**src/rtl/seg_bcd_counter_if.sv**
```systemverilog
// Control and display bus of the BCD counter. The master drives the controls
// and the load value. The slave (the counter) drives the count, segments and strobes.
interface seg_bcd_counter_if #(
    parameter int unsigned DIGITS = 6
);
    logic                  en;
    logic                  up_dn;
    logic                  clear;
    logic                  load;
    logic [4*DIGITS-1:0]   load_val;
    logic [4*DIGITS-1:0]   bcd;
    logic [7*DIGITS-1:0]   seg;
    logic                  tick;
    logic                  wrap;

    modport master (
        output en, up_dn, clear, load, load_val,
        input  bcd, seg, tick, wrap
    );

    modport slave (
        input  en, up_dn, clear, load, load_val,
        output bcd, seg, tick, wrap
    );
endinterface

```
**src/rtl/seg_bcd_counter.sv**
```systemverilog
// Multi-digit BCD up/down counter with a tick prescaler and a programmable wrap limit.
// It drives registered active-low seven-segment outputs with optional leading-zero blanking.
module seg_bcd_counter #(
    parameter int unsigned         TICK_DIV = 25000000,
    parameter int unsigned         DIGITS   = 6,
    parameter logic [4*DIGITS-1:0] MAX_BCD  = 24'h999999,
    parameter bit                  BLANK_LZ = 1'b1
) (
    input  logic               clk,
    input  logic               rst,
    seg_bcd_counter_if.slave   bus
);
    localparam logic [31:0] PCNT_LAST = 32'(TICK_DIV - 1);

    logic [31:0]         pcnt_q, pcnt_d;
    logic [4*DIGITS-1:0] bcd_q, bcd_d;
    logic [7*DIGITS-1:0] seg_q, seg_d, seg_rst;
    logic                tick_q, tick_d;
    logic                wrap_q, wrap_d;

    logic [4*DIGITS-1:0] load_sat;
    logic [4*DIGITS-1:0] bcd_inc, bcd_dec;
    logic [DIGITS-1:0]   blank_d;
    logic                step;

    function automatic logic [6:0] seg7(input logic [3:0] d);
        case (d)
            4'd0:    seg7 = 7'b1000000;
            4'd1:    seg7 = 7'b1111001;
            4'd2:    seg7 = 7'b0100100;
            4'd3:    seg7 = 7'b0110000;
            4'd4:    seg7 = 7'b0011001;
            4'd5:    seg7 = 7'b0010010;
            4'd6:    seg7 = 7'b0000010;
            4'd7:    seg7 = 7'b1111000;
            4'd8:    seg7 = 7'b0000000;
            4'd9:    seg7 = 7'b0010000;
            default: seg7 = 7'b1111111;
        endcase
    endfunction

    assign step = bus.en && (pcnt_q == PCNT_LAST);

    generate
        for (genvar gi = 0; gi < DIGITS; gi++) begin : g_digit
            assign load_sat[4*gi +: 4] = (bus.load_val[4*gi +: 4] > 4'd9) ? 4'd9 : bus.load_val[4*gi +: 4];
            assign seg_d[7*gi +: 7]    = blank_d[gi] ? 7'b1111111 : seg7(bcd_d[4*gi +: 4]);
            assign seg_rst[7*gi +: 7]  = ((gi > 0) && BLANK_LZ) ? 7'b1111111 : 7'b1000000;
        end
    endgenerate

    // Ripple carry/borrow across the digits: a digit only moves if every lower digit rolled over.
    always_comb begin
        logic c;
        logic b;
        c       = 1'b1;
        b       = 1'b1;
        bcd_inc = bcd_q;
        bcd_dec = bcd_q;
        for (int i = 0; i < DIGITS; i++) begin
            if (c) bcd_inc[4*i +: 4] = (bcd_q[4*i +: 4] == 4'd9) ? 4'd0 : bcd_q[4*i +: 4] + 4'd1;
            if (b) bcd_dec[4*i +: 4] = (bcd_q[4*i +: 4] == 4'd0) ? 4'd9 : bcd_q[4*i +: 4] - 4'd1;
            c = c && (bcd_q[4*i +: 4] == 4'd9);
            b = b && (bcd_q[4*i +: 4] == 4'd0);
        end
    end

    always_comb begin
        pcnt_d = pcnt_q;
        bcd_d  = bcd_q;
        tick_d = 1'b0;
        wrap_d = 1'b0;
        if (bus.clear) begin
            pcnt_d = '0;
            bcd_d  = '0;
        end else if (bus.load) begin
            pcnt_d = '0;
            // Nibbles are already clamped to 9, so a plain unsigned compare orders BCD values.
            bcd_d  = (load_sat > MAX_BCD) ? MAX_BCD : load_sat;
        end else if (step) begin
            pcnt_d = '0;
            tick_d = 1'b1;
            if (bus.up_dn) begin
                if (bcd_q == MAX_BCD) begin
                    bcd_d  = '0;
                    wrap_d = 1'b1;
                end else begin
                    bcd_d  = bcd_inc;
                end
            end else begin
                if (bcd_q == '0) begin
                    bcd_d  = MAX_BCD;
                    wrap_d = 1'b1;
                end else begin
                    bcd_d  = bcd_dec;
                end
            end
        end else if (bus.en) begin
            pcnt_d = pcnt_q + 32'd1;
        end
    end

    always_comb begin
        logic hz;
        hz      = 1'b1;
        blank_d = '0;
        for (int i = DIGITS - 1; i >= 0; i--) begin
            hz         = hz && (bcd_d[4*i +: 4] == 4'd0);
            blank_d[i] = BLANK_LZ && (i > 0) && hz;
        end
    end

    always_ff @(posedge clk) begin
        if (rst) begin
            pcnt_q <= '0;
            bcd_q  <= '0;
            seg_q  <= seg_rst;
            tick_q <= 1'b0;
            wrap_q <= 1'b0;
        end else begin
            pcnt_q <= pcnt_d;
            bcd_q  <= bcd_d;
            seg_q  <= seg_d;
            tick_q <= tick_d;
            wrap_q <= wrap_d;
        end
    end

    assign bus.bcd  = bcd_q;
    assign bus.seg  = seg_q;
    assign bus.tick = tick_q;
    assign bus.wrap = wrap_q;
endmodule

```
**src/flat_wrapper.sv**
```systemverilog
// flat-port wrapper written by rule: the top's interface ports become plain ports
module seg_bcd_counter_flat 
#(
    parameter int unsigned         TICK_DIV = 25000000,
    parameter int unsigned         DIGITS   = 6,
    parameter logic [4*DIGITS-1:0] MAX_BCD  = 24'h999999,
    parameter bit                  BLANK_LZ = 1'b1
)
  (clk, rst, bus_en, bus_up_dn, bus_clear, bus_load, bus_load_val, bus_bcd, bus_seg, bus_tick, bus_wrap);
  seg_bcd_counter_if #(.DIGITS(DIGITS)) bus_i ();
  input  logic clk;
  input  logic rst;
  input wire logic [$bits(bus_i.en)-1:0] bus_en;
  input wire logic [$bits(bus_i.up_dn)-1:0] bus_up_dn;
  input wire logic [$bits(bus_i.clear)-1:0] bus_clear;
  input wire logic [$bits(bus_i.load)-1:0] bus_load;
  input wire logic [$bits(bus_i.load_val)-1:0] bus_load_val;
  output wire logic [$bits(bus_i.bcd)-1:0] bus_bcd;
  output wire logic [$bits(bus_i.seg)-1:0] bus_seg;
  output wire logic [$bits(bus_i.tick)-1:0] bus_tick;
  output wire logic [$bits(bus_i.wrap)-1:0] bus_wrap;
  assign bus_i.en = bus_en;
  assign bus_i.up_dn = bus_up_dn;
  assign bus_i.clear = bus_clear;
  assign bus_i.load = bus_load;
  assign bus_i.load_val = bus_load_val;
  assign bus_bcd = bus_i.bcd;
  assign bus_seg = bus_i.seg;
  assign bus_tick = bus_i.tick;
  assign bus_wrap = bus_i.wrap;
  seg_bcd_counter #(.TICK_DIV(TICK_DIV), .DIGITS(DIGITS), .MAX_BCD(MAX_BCD), .BLANK_LZ(BLANK_LZ)) u_core (.clk(clk), .rst(rst), .bus(bus_i));
endmodule
```
**config.mk**
```make
export PLATFORM = sky130hd
export DESIGN_NAME = seg_bcd_counter_flat
export DESIGN_NICKNAME = d
export VERILOG_FILES = /design/src/rtl/seg_bcd_counter_if.sv /design/src/rtl/seg_bcd_counter.sv /design/src/flat_wrapper.sv
export SDC_FILE = /design/constraint.sdc
export NUM_CORES = 1
export LEC_CHECK = 0
export CORE_AREA = 2 2 133 135
export DETAILED_ROUTE_END_ITERATION = 16
export DIE_AREA = 0 0 135 137
export PLACE_DENSITY_LB_ADDON = 0.2
export SETUP_SLACK_MARGIN = 0.02
export SLEW_MARGIN = 20
export SYNTH_ARGS = -nofsm -noshare
export SYNTH_HDL_FRONTEND = slang
export SYNTH_SLANG_ARGS = --single-unit
```
**constraint.sdc**
```tcl
create_clock -name clk -period 3.6 [get_ports clk]
set_input_delay 0.72 -clock clk [delete_from_list [all_inputs] [get_ports clk]]
set_output_delay 0.72 -clock clk [all_outputs]
set_load 0.02 [all_outputs]
```
==> results_dict.tcl, run 1 <==
set metrics [dict create \
    crit_chain "clkdlybuf4s50_1 > and4_4 > nand4_4 > or4_4 > nor4b_1 > a21oi_1 > o21ai_2 > ha_1 > and3_1 > o211a_4 > buf_4 > a31oi_4 > o2111ai_1" \
    vias_per_cell 5.58 \
    crit_arrival_ps 3790 \
    critPathSlowestCell "or4_4" \
    setup_ws_ps 100 \
    fin_area_um2 9450 \
    cp-start-kind "primary input" \
    ctsHoldBuffers 0 \
    wl_per_cell_um 17.2 \
    synth_edf_count 0 \
    globalRoute.busiestLayer "met2" \
    synth_ff_type "dfxtp_1" \
    area_delta_synth_final_pct 39.8 \
    clock_skew_ps 11.9 \
    io_pins 98 \
    vdd_ir_drop_max_mv 0.252 \
    nNetsFinal 1154 \
    crit_required_ps 3890 \
    final_cell_mix "buf_4, nor2_1, dfxtp_1" \
    grt_first_pass_wirelength_um 35200 \
    yosys.cell_types.count 78 \
    synthAdderAreaFrac_pct 9.26 \
    power_uw 3000 \
    ys_warn_count 0 \
    synth_area_um2 6760 \
    cts_sinks 100 \
    synthCells 861 \
    muxShareOfSynthArea_pct 2.19 \
    hold_depth 2 \
    r2r_cells 12 \
    regArea_um2 2000 \
    drt.antenna.violating_nets 0 \
    p_leak_uw 0.00383 \
    drive_above_1_share_pct 20.4 \
    htreeDepth 3 \
    syn_nets 941 \
    min_period_ps 3500 \
    hold_class "reg2reg" \
    r2r_slack_ps 180 \
    seq_area_frac_synth_pct 29.6 \
    async_flop_share_pct 0 \
    cap_violations 0 \
    place_area_um2 8930 \
    synth-simple-area-share_pct 25.7 \
    clk_latency_ps 370 \
    synth_top_family_by_area "simple AND/OR/NAND/NOR gates" \
    start_util_pct 39.6 \
    io_buffer_count 97 \
    synth_xor_area_share_pct 3.50 \
    grt_pass1_vias 6898 \
    yosys_register_bits 100 \
    worstMarginPinSlew_ps 647 \
    fin_crit_sh_pct 97.2 \
    met2_usage_pct 39.0 \
    use_met1_pct 31.6 \
    synth_compound_area_share_pct 24.4 \
    grt_use_total_pct 24.2 \
    met3_usage_pct 4.52 \
    final_common_cell "buf_4" \
    max_stage_delay_ps 620 \
    overflow 0 \
    die_area_um2 18500 \
    fmax_ghz 0.286 \
    die_w_um 135 \
    worstReg2RegStart "u_core.bus.bcd[9]$_SDFF_PP0_" \
    drc 0 \
    place_ws_ps -423 \
    timing.final.hold_violations 0 \
    wirelength_um 22400 \
    slew_headroom_pct 56.7 \
    hpwl_um 16800 \
    cts.reportedPaths.clkPinSlew_ps 70 \
    clock_path_buffers 2 \
    avgSynthCellArea_um2 7.85 \
    cts_tree "built" \
    hold_end "u_core.pcnt_q[30]$_SDFFE_PP0P_" \
    hp-start "u_core.pcnt_q[30]$_SDFFE_PP0P_" \
    worst_hold_slack_ps 500 \
    gp_congestion 0.930 \
    grt_max_degree 42 \
    status "finished, final reports clean" \
    critPathCaptureType "flip-flop" \
    cts_buffers 9 \
    fillers 1617 \
    die_h_um 137 \
    cts_root_buf "clkbuf_16" \
    cp_max_fo 7 \
    placeableCoreArea_um2 17100 \
    rows 48 \
    dr.pass1.iters 6 \
    grt_antenna_before_repair 0 \
    vias 7273 \
    setup_viol 0 \
    tns_ps 0 \
    multi_input_area_um2 4560 \
    dr.first_iter.drc_count 570 \
    r2r_end "u_core.bus.seg[9]$_SDFF_PP1_" \
    pwr_density_cell_nw_per_um2 318 \
    worstSetupPathType "in2reg" \
    drv_slew 0 \
    antenna_cells 0 \
]
==> power by group <==
group	internal, µW	switching (µW)
registers	1160	19.5
clock network	550	474
logic	362	432
total	2070	926
==> sequential cells by signal (all words and copies together), names as in the netlist <==
name,flops
u_core.bus.tick,1
u_core.bus.bcd,24
u_core.pcnt_q,32
u_core.bus.wrap,1
u_core.bus.seg,42
==> cells in the mapped netlist (6+ instances only) <==
library cell | count | area share (%)
a31oi_1 | 16 | 1.5
o31ai_1 | 8 | 0.89
and3_1 | 14 | 1.3
o21ai_0 | 69 | 5.1
nand3_1 | 36 | 2.7
clkbuf_1 | 36 | 2.0
and4_1 | 7 | 0.91
inv_1 | 48 | 2.7
nand3b_1 | 9 | 1.0
nand2_1 | 65 | 3.6
nor3_1 | 15 | 1.1
or3b_2 | 6 | 0.78
nand2b_1 | 10 | 0.93
or3_1 | 7 | 0.65
a21oi_1 | 55 | 4.1
nand4_1 | 22 | 2.0
a21o_1 | 6 | 0.67
dfxtp_1 | 100 | 30
ha_1 | 50 | 9.3
buf_2 | 6 | 0.44
xor2_1 | 18 | 2.3
nor2b_1 | 6 | 0.56
a211oi_1 | 6 | 0.67
nor4_1 | 11 | 1.0
o21a_1 | 6 | 0.67
mux2_2 | 6 | 1.0
nor2_1 | 99 | 5.5
and2_1 | 6 | 0.56
mux2i_1 | 8 | 1.2
xnor2_1 | 9 | 1.2
o211ai_1 | 10 | 1.1
==> critical path, delay by kind of cell <==
family                   cells  cell delay (ps)
AND/OR/NAND/NOR              5             1470
adder cells (fa/ha/maj)      1              210
buffers and inverters        2              640
AO/OA/AOI/OAI                5              760
==> per-layer routing <==
layer	share of wire [%]	wire, µm
met1	45	10100
met5	0	0
met4	3.8	856
met2	45	10100
met3	6.3	1420
==> layout make-up <==
type,instances,area share [%]
multi-input combinational,669,48.3
sequential,100,21.2
clock inverter,7,0.861
inverter,49,1.95
timing repair buffer,245,22.4
clock buffer,9,2.38
tap,225,2.98
==> cells by family (layout without fill, tap and decap cells) <==
family	Yosys count	after routing
mux	14	14
compound gates	243	243
xor+xnor	27	27
fa+ha+maj	50	50
buf+inv	92	310
flops	100	100
simple gates	335	335
==> worst max-delay path by stage <==
stage,from,endpoint,slack [ps],cells past startpoint
after global routing,bus_en,u_core.bus.seg[9]$_SDFF_PP1_,-80,14
after floorplan,u_core.bus.bcd[4]$_SDFF_PP0_,u_core.bus.seg[9]$_SDFF_PP1_,40,14
after CTS,bus_en,u_core.bus.seg[31]$_SDFF_PP1_,9,14
after detailed placement,bus_en,u_core.bus.seg[9]$_SDFF_PP1_,-420,12
final,bus_en,u_core.bus.seg[25]$_SDFF_PP1_,100,13
after global placement,bus_en,u_core.bus.seg[9]$_SDFF_PP1_,-320,12
==> timing repair <==
item                                    CTS  global route
pin swaps                                 4            12
resized for setup                         2            38
buffers inserted                          0             7
endpoints found under the setup margin   14            35
==> per-stage QoR <==
| stage | utilization [%] | cells |
|---|---|---|
| after floorplan | - | 861 |
| after global placement | 52.4 | 1281 |
| after detailed placement | 52.4 | 1281 |
| after CTS | 54.2 | 1297 |
| after global routing | 55.4 | 1304 |
| final | 55.4 | 1304 |
(Power assumes the default switching activity.)
==> run 2, diff against run 1 <==
--- a/config.mk
+++ b/config.mk
@@ -6,6 +6,7 @@
 export NUM_CORES = 1
 export LEC_CHECK = 0
 export CORE_AREA = 2 2 133 135
+export CTS_CLUSTER_SIZE = 14
 export DETAILED_ROUTE_END_ITERATION = 16
 export DIE_AREA = 0 0 135 137
 export PLACE_DENSITY_LB_ADDON = 0.2
==> results of run 2 <==
Final layout, timing and power as in run 1 (identical DEF).
